$ cat config.mk
export PLATFORM = sky130hd
export DESIGN_NAME = ledr_expect_sink
export DESIGN_NICKNAME = d
export VERILOG_FILES = /design/src/rtl/ledr_expect_sink.sv
export SDC_FILE = /design/constraint.sdc
export NUM_CORES = 1
export LEC_CHECK = 0
export CAP_MARGIN = 20
export CORE_ASPECT_RATIO = 0.8
export CORE_MARGIN = 5
export CORE_UTILIZATION = 40
export DETAILED_ROUTE_END_ITERATION = 6
export PLACE_DENSITY_LB_ADDON = 0.2
export SLEW_MARGIN = 20
export SYNTH_ARGS = -nofsm -noshare
export SYNTH_HDL_FRONTEND = slang
export SYNTH_SLANG_ARGS = --single-unit
$ cat constraint.sdc
create_clock -name clk -period 2.92 [get_ports clk]
set_input_delay 0.584 -clock clk [delete_from_list [all_inputs] [get_ports clk]]
set_output_delay 0.584 -clock clk [all_outputs]
set_load 0.01 [all_outputs]
$ cat src/rtl/ledr_expect_sink.sv
`timescale 1ns/100ps
// LEDR channel sink: synchronises the d/r wires, detects tokens by phase change
// and checks each received bit against a built-in expected pattern.
module ledr_expect_sink #(
  parameter int          SYNC_STAGES = 2,
  parameter int          PAT_LEN     = 6,
  parameter logic [31:0] PATTERN     = 32'b000110,
  parameter bit          LOOP        = 1'b1,
  parameter bit          INIT_D      = 1'b0,
  parameter bit          INIT_R      = 1'b0
) (
  input  logic        clk,
  input  logic        rst_n,
  input  logic        d_in,
  input  logic        r_in,
  input  logic        heed,
  output logic        tok_valid,
  output logic        tok_data,
  output logic [15:0] tok_count,
  output logic [4:0]  idx,
  output logic        err,
  output logic [7:0]  err_count,
  output logic        viol,
  output logic        done
);

  localparam logic [4:0] LAST_IDX = 5'(PAT_LEN - 1);

  typedef enum logic {CHECK, DONE} state_t;

  state_t                 state_q, state_d;
  logic [SYNC_STAGES-1:0] d_sync_p0, r_sync_p0;
  logic                   ds, rs, dp, rp;
  logic                   d_chg, r_chg, tok_det, viol_det, err_det;
  logic                   exp_bit, mismatch, at_last;
  logic [4:0]             idx_nxt;

  function automatic logic [15:0] sat_inc16(input logic [15:0] v);
    return (v == 16'hFFFF) ? v : v + 16'd1;
  endfunction

  function automatic logic [7:0] sat_inc8(input logic [7:0] v);
    return (v == 8'hFF) ? v : v + 8'd1;
  endfunction

  // Synchroniser stage: per-wire flop chains plus the previous-sample hold
  always_ff @(posedge clk or negedge rst_n) begin
    if (!rst_n) begin
      d_sync_p0 <= {SYNC_STAGES{INIT_D}};
      r_sync_p0 <= {SYNC_STAGES{INIT_R}};
      dp        <= INIT_D;
      rp        <= INIT_R;
    end else begin
      d_sync_p0 <= {d_sync_p0[SYNC_STAGES-2:0], d_in};
      r_sync_p0 <= {r_sync_p0[SYNC_STAGES-2:0], r_in};
      dp        <= ds;
      rp        <= rs;
    end
  end

  assign ds = d_sync_p0[SYNC_STAGES-1];
  assign rs = r_sync_p0[SYNC_STAGES-1];

  // Exactly one wire changing flips the phase; both changing is a violation.
  always_comb begin
    d_chg    = ds ^ dp;
    r_chg    = rs ^ rp;
    tok_det  = d_chg ^ r_chg;
    viol_det = d_chg & r_chg;
    exp_bit  = PATTERN[idx];
    mismatch = done ? 1'b1 : (ds != exp_bit);
    err_det  = tok_det & heed & mismatch;
    at_last  = (idx == LAST_IDX);
    idx_nxt  = idx;
    if (tok_det && state_q == CHECK) begin
      if (at_last) idx_nxt = LOOP ? 5'd0 : LAST_IDX;
      else         idx_nxt = idx + 5'd1;
    end
  end

  always_ff @(posedge clk or negedge rst_n) begin
    if (!rst_n) state_q <= CHECK;
    else        state_q <= state_d;
  end

  always_comb begin
    state_d = state_q;
    case (state_q)
      CHECK:   if (tok_det && at_last && !LOOP) state_d = DONE;
      DONE:    state_d = DONE;
      default: state_d = CHECK;
    endcase
  end

  always_comb begin
    done = (state_q == DONE);
  end

  // Detection stage: registered pulses, counters and index
  always_ff @(posedge clk or negedge rst_n) begin
    if (!rst_n) begin
      tok_valid <= 1'b0;
      tok_data  <= 1'b0;
      tok_count <= 16'd0;
      idx       <= 5'd0;
      err       <= 1'b0;
      err_count <= 8'd0;
      viol      <= 1'b0;
    end else begin
      tok_valid <= tok_det;
      viol      <= viol_det;
      err       <= err_det;
      idx       <= idx_nxt;
      if (tok_det) begin
        tok_data  <= ds;
        tok_count <= sat_inc16(tok_count);
      end
      if (err_det) err_count <= sat_inc8(err_count);
    end
  end

endmodule

==> reports/metrics.yaml, run 1 <==
cells_and_area:
  fin_cells: 251
  diodes: 0
  seq_area_sq_um: 976
  layout_commonest_cell: "dfrtp_1"
  syn2layout_area_growth_pct: 30.9
  drive_above_1_share_pct: 9.79
  multiInputGateArea_sq_um: 741
  final_nets: 203
  design_area_sq_um: 2280
  finish.utilization_pct: 54.3
  layout_common_cells: "dfrtp_1, clkdlybuf4s50_1, nand2_1"
  fillers: 375
min_path:
  hold_path.class: "register to register"
  hold_path_depth: 0
power_and_ir_drop:
  p_total_uw: 1890
  p_leak_uw: 0.000964
  powerDensity_nw_per_um2: 828
  vdd_drop_max_uv: 501
route:
  wl_per_cell_microns: 14.2
  first_iter_violations: 65
  via_per_inst: 5.24
  drtAntennaViolNets: 0
  num_vias: 1314
  first_pass_iters: 4
  drc_errors: 0
  wl_microns: 3560
placed_design:
  post-dp-hpwl_microns: 2590
  placed_cells: 243
  place.port_buffers: 37
  dpl_cell_area_sq_um: 2160
  gp_congestion: 0.826
worst_setup_path:
  startpoint_type: "register"
  critPathRequiredTime_ns: 3.09
  path_buf_inv: 0
  cp-end-kind: "register"
  crit_fanout: 19
  cp.arrival_ns: 2.56
  slowest_delay_ns: 0.67
  r2r_slack_ns: 0.53
  cp_cell_sequence: "xor2_1 -> ha_1 -> and3b_1 -> mux2i_2 -> nor3_1 -> mux2_2"
  crit_cells: 6
  cp_slowest_cell: "ha_1"
  cpLargestDelayFamily: "adder cells"
  reg2reg_depth: 6
  path_class: "register to register"
timing:
  skew_ns: 0.00467
  hold_violations: 0
  tightest_slew_ns: 0.820
  finalSetupViolCount: 0
  setup_tns_ns: 0
  fin_crit_sh_pct: 81.8
  fmax_ghz: 0.419
  finalCriticalPeriod_ns: 2.39
  rsz0062_at_grt: "no"
  slew_headroom_pct: 45.3
  finalMaxSlewViolations: 0
die:
  die_area_sq_um: 5790
  die_w_microns: 83.8
  io_pins: 39
  core_sq_um: 4200
  row_count: 21
  start_util_pct: 41.5
  die_y_microns: 69.0
logic_synthesis:
  synth_xor_area_share_pct: 7.54
  yosysWarnings: 0
  synth_compound_area_share_pct: 7.82
  synth_top_family_by_area: "simple AND/OR/NAND/NOR gates"
  syn_avg_cell_area_sq_um: 11.5
  ys_seq_area_share_pct: 56.0
  async_flop_share_pct: 100
  syn-cell-area_sq_um: 1740
  synthMuxAreaShare_pct: 5.17
  yosys.cell_types.count: 35
  synthCells: 152
  synth-main-ff-cell: "dfrtp_1"
  synth_edf_count: 0
  synth_seq_cells: 39
  synth_fp_nets: 162
  synth-simple-area-share_pct: 18.2
  synthAdderAreaFrac_pct: 3.59
run_status:
  status: "completed"
global_routing:
  grt_max_degree: 40
  grt_overflow: 0
  grt_pass1_vias: 1253
  grt_antenna_before_repair: 0
  track_usage_pct: 12.8
  grt_pass1_wl_microns: 6080
cts:
  cts_buffers: 5
  clock_path_buffers: 2
  cts_resized: 0
  ctsHoldBuffers: 0
  clock-root-buffer: "clkbuf_8"
  post_cts_buffers: 0
  cts.htree.levels: 2
  cts.sinks: 39
  cts_tree: "done"
  clk_pin_slew_ns: 0.08
  clkLatencyLatePin_ns: 0.29
run:
  maxCapViolations: 0
==> worst paths after layout <==
check,end,startpoint
hold reg to reg,d_sync_p0[1]$_DFF_PN0_,d_sync_p0[0]$_DFF_PN0_
hold / removal,d_sync_p0[1]$_DFF_PN0_,d_sync_p0[0]$_DFF_PN0_
setup reg to reg,err_count[6]$_DFFE_PN0P_,d_sync_p0[1]$_DFF_PN0_
min in group asynchronous,err$_DFF_PN0_,rst_n
setup / recovery,err_count[6]$_DFFE_PN0P_,d_sync_p0[1]$_DFF_PN0_
max in group asynchronous,tok_count[11]$_DFFE_PN0P_,rst_n
==> layout make-up <==
type                       count  share of cell area (%)
clock inverter                 2                    1.54
multi-input combinational    107                    32.5
sequential                    39                    42.8
tap                           57                    3.12
clock buffer                   6                    3.62
timing repair buffer          37                    16.0
inverter                       3                   0.493
==> cell families after synthesis <==
kind of cell	after synthesis
compound gates	21
mux	8
other cells	1
buf+inv	6
flops	39
fa+ha+maj	5
xor+xnor	15
simple gates	57
==> power breakdown <==
group	internal (uW)	switching, uW
combinational	336	261
clock	277	188
sequential	663	165
total	1280	614
==> synthesized netlist by cell type, types with 3 or more instances <==
cell type	n	area, sq um
mux2_2	5	56.3
nor3_1	5	25.0
ha_1	5	62.6
a21oi_1	7	35.0
a41oi_1	4	35.0
o21ai_0	4	20.0
inv_1	3	11.3
nand3_1	10	50.1
xnor2_1	7	61.3
nand4_1	8	50.1
nand2_1	12	45.0
xor2_1	8	70.1
dfrtp_1	39	976
nor2_1	9	33.8
==> flip-flops by register name, indices dropped and copies added (netlist names), 2 cells and up <==
| register | flops |
|---|---|
| d_sync_p0 | 2 |
| err_count | 8 |
| idx | 5 |
| r_sync_p0 | 2 |
| tok_count | 16 |
==> routing by layer <==
metal | up-vias | global-route usage, % | wire [microns]
met4 | 0 | 4.11 | 17
met3 | 2 | 3.81 | 211
met1 | 647 | 17.8 | 1720
met2 | 36 | 19.2 | 1610
li1 | 629 | - | -
met5 | - | 0 | 0
==> metrics by stage <==
step / setup slack (ns) / hold WS (ns)
after detailed placement: 0.586 / 0.340
after CTS: 0.570 / 0.358
after floorplan: 0.885 / 0.288
after global routing: 0.388 / 0.362
after global placement: 0.698 / 0.351
final: 0.532 / 0.355
Power figures use the tool's default switching activity.
==> run 2: changes to the inputs <==
clock period = 2.5 ns   (was 2.92 ns; I/O delays follow)
==> run 2 against run 1 <==
  * Non-clock buffer count up 1
  * Utilization is 0.15 points lower
  * Clock-buffer cell count rose by 1
  * Sequential share of layout area grew 0.12 points
  * Final area shrank 0.27%
  * Register-to-register slack got worse by 0.18 ns
  * Clock power hardly changed
  * Sequential power increased by 17%
  * Wire length fell by 2.6%
  * Combinational power up 16%
  * Hold slack worse by 0.046 ns
  * Critical endpoint is now err_count[1]$_DFFE_PN0P_
  * Largest cell class unchanged
==> reports/metrics.yaml, run 2 (synthesis results as in run 1) <==
cts:
  ctsHoldBuffers: 0
  clkLatencyLatePin_ns: 0.29
  post_cts_buffers: 0
  clock-root-buffer: "clkbuf_8"
  cts.htree.levels: 2
  cts_resized: 0
  cts.sinks: 39
  cts_buffers: 5
  clock_path_buffers: 2
  cts_tree: "done"
  clk_pin_slew_ns: 0.07
placed_design:
  dp_slack_ns: 0.348
  post-dp-hpwl_microns: 2580
  placed_cells: 244
  gp_congestion: 0.827
  place.port_buffers: 37
timing:
  setup_tns_ns: 0
  fin_crit_sh_pct: 85.8
  worst_slack_ns: 0.355
  fmax_ghz: 0.466
  hold_violations: 0
  finalMaxSlewViolations: 0
  finalCriticalPeriod_ns: 2.15
  slew_headroom_pct: 44.3
  tightest_slew_ns: 0.835
  rsz0062_at_grt: "no"
  skew_ns: 0.00802
  finalSetupViolCount: 0
min_path:
  hold_path.class: "primary input to asynchronous set/reset pin"
route:
  wl_per_cell_microns: 13.8
  wl_microns: 3470
  first_iter_violations: 44
  num_vias: 1294
  drc_errors: 0
  drtAntennaViolNets: 0
  first_pass_iters: 4
  via_per_inst: 5.13
cells_and_area:
  diodes: 0
  reg_top3: "tok_count (16), err_count (8), idx (5)"
  fin_cells: 252
  syn2layout_area_growth_pct: 30.6
  drive_above_1_share_pct: 10.3
  layout_common_cells: "dfrtp_1, clkdlybuf4s50_1, nand2_1"
  layout_commonest_cell: "dfrtp_1"
  top_register: "tok_count"
  finish.utilization_pct: 54.1
  largest_register_ffs: 16
  final_nets: 204
power_and_ir_drop:
  p_leak_uw: 0.000958
  p_total_uw: 2130
  vdd_drop_max_uv: 556
  powerDensity_nw_per_um2: 935
die:
  row_count: 21
  die_area_sq_um: 5790
  die_y_microns: 69.0
  core_sq_um: 4200
  io_pins: 39
  die_w_microns: 83.8
  start_util_pct: 41.5
worst_setup_path:
  cp_cell_sequence: "xor2_1 -> ha_1 -> and3b_1 -> mux2i_2 -> nor2_1 -> mux2_2"
  cp-end-kind: "register"
  slowest_delay_ns: 0.42
  cp.arrival_ns: 2.32
  critPathRequiredTime_ns: 2.67
  startpoint_type: "register"
  crit_fanout: 10
  cpLargestDelayFamily: "multiplexers"
  path_class: "register to register"
  path_buf_inv: 0
  cp_slowest_cell: "ha_1"
run_status:
  status: "completed"
global_routing:
  grt_pass1_vias: 1256
  track_usage_pct: 13.3
  grt_max_degree: 40
  grt_pass1_wl_microns: 6130
  grt_antenna_before_repair: 0
  grt_overflow: 0
run:
  maxCapViolations: 0
-- run 2: power by group --
| part | switching [uW] | internal [uW] | leakage [uW] |
|---|---|---|---|
| Combinational | 297 | 396 | 0.000414 |
| Sequential | 194 | 775 | 0.000493 |
| Clock | 216 | 251 | 0.0000505 |
-- run 2: worst reg2reg max path: stages (launching register included) --
cell	delay, ns
dfrtp_1	0.41
xor2_1	0.16
ha_1	0.42
and3b_1	0.23
mux2i_2	0.36
nor2_1	0.16
mux2_2	0.29
-- run 2: layout make-up --
type,count,area [sq um]
Clock buffer,7,96.3
Clock inverter,1,7.51
Fill cell,361,1930
Inverter,3,11.3
Multi-Input combinational cell,107,741
Sequential cell,39,976
Tap cell,57,71.3
Timing Repair Buffer,38,373
-- run 2: routing by layer --
layer	vias up	part of all wire (%)	GRT usage [%]
met1	623	49	18.6
li1	630	-	-
met4	0	1.7	5.89
met3	7	5.9	4.29
met2	34	43	18.5
met5	-	0	0
-- run 2: through the flow --
| stage | instance area, sq um | hold WS [ns] |
|---|---|---|
| 2_1_floorplan | 1740 | 0.204 |
| 3_3_place_gp | 2170 | 0.355 |
| 3_5_place_dp | 2170 | 0.365 |
| 4_1_cts | 2280 | 0.336 |
| 5_1_grt | 2280 | 0.383 |
| 6_report | 2280 | 0.309 |
-- run 2: final timing paths --
path                            slack [ns]                   start  depth (start not counted)                       end
worst max-delay path                  0.35  d_sync_p0[1]$_DFF_PN0_                          6  err_count[1]$_DFFE_PN0P_
worst max register to register        0.35  d_sync_p0[1]$_DFF_PN0_                          6  err_count[1]$_DFFE_PN0P_
max in group asynchronous             1.66                   rst_n                          1  err_count[7]$_DFFE_PN0P_
worst min-delay path                  0.31                   rst_n                          1  err_count[6]$_DFFE_PN0P_
worst min register to register        0.37  d_sync_p0[0]$_DFF_PN0_                          0    d_sync_p0[1]$_DFF_PN0_
min in group clk                      0.37  d_sync_p0[0]$_DFF_PN0_                          0    d_sync_p0[1]$_DFF_PN0_
==> run 3: changes to the inputs <==
CORE_UTILIZATION = 45   (was 40)
CTS_CLUSTER_SIZE = 10   (was unset)
==> run 3 against run 2 <==
  * Via count down 1.2%
  * Sequential power about the same
  * Sequential cell count unchanged
  * Critical path type unchanged
==> reports/metrics.yaml, run 3 (synthesis results as in run 1) <==
placed_design:
  dp_slack_ns: 0.354
  gp_congestion: 0.839
  post-dp-hpwl_microns: 2580
  place.port_buffers: 37
route:
  drtAntennaViolNets: 0
  first_iter_violations: 81
  drc_errors: 0
  wl_microns: 3600
  via_per_inst: 5.11
  num_vias: 1278
  first_pass_iters: 4
  wl_per_cell_microns: 14.4
cts:
  ctsHoldBuffers: 0
  cts_resized: 0
  clock-root-buffer: "clkbuf_8"
  clkLatencyLatePin_ns: 0.29
  cts.htree.levels: 2
  cts_buffers: 5
  clk_pin_slew_ns: 0.08
  post_cts_buffers: 0
  cts_tree: "done"
  cts.sinks: 39
  clock_path_buffers: 2
cells_and_area:
  layout_commonest_cell: "dfrtp_1"
  final_nets: 204
  top_register: "tok_count"
  diodes: 0
  syn2layout_area_growth_pct: 30.4
  fillers: 323
  reg_top3: "tok_count (16), err_count (8), idx (5)"
  drive_above_1_share_pct: 10.3
  largest_register_ffs: 16
  layout_common_cells: "dfrtp_1, clkdlybuf4s50_1, nand2_1"
die:
  row_count: 20
  die_y_microns: 65.7
  die_area_sq_um: 5230
  io_pins: 39
  core_sq_um: 3780
  start_util_pct: 46.1
  die_w_microns: 79.6
power_and_ir_drop:
  vdd_drop_max_uv: 591
  p_int_uw: 1420
  clock_power_share_pct: 21.8
  switchingPower_uw: 717
  p_leak_uw: 0.000958
  powerDensity_nw_per_um2: 941
  power_frac_comb_pct: 32.8
  sw_frac_of_total_pct: 33.5
  seq_power_share_pct: 45.3
global_routing:
  track_usage_pct: 15.9
  grt_max_degree: 40
  grt_pass1_wl_microns: 6290
  grt_antenna_before_repair: 0
  grt_pass1_vias: 1281
  grt_overflow: 0
timing:
  finalSetupViolCount: 0
  slew_headroom_pct: 44.1
  hold_slack_ns: 0.312
  setup_tns_ns: 0
  finalCriticalPeriod_ns: 2.16
  rsz0062_at_grt: "no"
  finalMaxSlewViolations: 0
  fin_crit_sh_pct: 86.4
  skew_ns: 0.00704
  fmax_ghz: 0.463
  worst_slack_ns: 0.339
  tightest_slew_ns: 0.838
  hold_violations: 0
worst_setup_path:
  cp_cell_sequence: "xor2_1 -> ha_1 -> and3b_1 -> mux2i_2 -> nor3_1 -> mux2_2"
  startpoint_type: "register"
  critPathRequiredTime_ns: 2.68
  cp-end-kind: "register"
  cp.arrival_ns: 2.34
  slowest_delay_ns: 0.47
  cp_slowest_cell: "ha_1"
  crit_fanout: 10
  path_class: "register to register"
run:
  maxCapViolations: 0
min_path:
  hold_path.class: "primary input to asynchronous set/reset pin"
run_status:
  status: "completed"
[run 3: cell counts in the layout (fill, tap and decap cells not counted)]
Identical to the previous run, type by type.
[run 3: critical path, delay by kind of cell, from the launching register on]
family,cells,cell delay [ns]
muxes,2,0.49
DFF,1,0.42
and+or+nand+nor,2,0.50
xor gates and xnor gates,1,0.16
adders and majority gates,1,0.47
[run 3: power by group through the flow]
stage	Sequential, uW	Clock [uW]	Combinational, uW
6_report	970	467	702
5_1_grt	1000	518	773
4_1_cts	972	486	711
3_5_place_dp	980	0	707
3_3_place_gp	970	0	693
2_1_floorplan	1010	0	284
[run 3: cell type report]
| type | count | area, sq um | share of cell area (%) |
|---|---|---|---|
| flip-flops and latches | 39 | 976 | 42.9 |
| clock inverters | 1 | 7.51 | 0.330 |
| well taps | 55 | 68.8 | 3.03 |
| repair buffers | 38 | 373 | 16.4 |
| multi-input cells | 107 | 741 | 32.6 |
| inverters | 3 | 11.3 | 0.495 |
| clock buffers | 7 | 96.3 | 4.24 |
[run 3: path summary, 6_finish.rpt]
check                                  startpoint                   endpoint  slack [ns]  depth (start not counted)
setup / recovery           d_sync_p0[1]$_DFF_PN0_   err_count[6]$_DFFE_PN0P_        0.34                          6
hold / removal                              rst_n  tok_count[11]$_DFFE_PN0P_        0.31                          1
setup reg to reg           d_sync_p0[1]$_DFF_PN0_   err_count[6]$_DFFE_PN0P_        0.34                          6
hold reg to reg            r_sync_p0[0]$_DFF_PN0_     r_sync_p0[1]$_DFF_PN0_        0.36                          0
max in group asynchronous                   rst_n   err_count[2]$_DFFE_PN0P_        1.66                          1
min in group clk           r_sync_p0[0]$_DFF_PN0_     r_sync_p0[1]$_DFF_PN0_        0.36                          0
[run 3: metrics by stage]
step	instances	total power, uW	area (sq um)	util [%]
after floorplan	152	1300	1740	-
after global placement	242	1660	2170	57.4
after detailed placement	242	1690	2170	57.4
after CTS	250	2170	2270	60.2
after global routing	250	2290	2270	60.2
final	250	2140	2270	60.2
[run 3: metal layers]
| layer | track usage, % | vias up | part of all wire [%] |
|---|---|---|---|
| li1 | - | 628 | - |
| met1 | 21.2 | 612 | 48 |
| met2 | 23.4 | 33 | 46 |
| met3 | 5.21 | 5 | 4.6 |
| met4 | 7.08 | 0 | 1.2 |
| met5 | 0 | - | 0 |
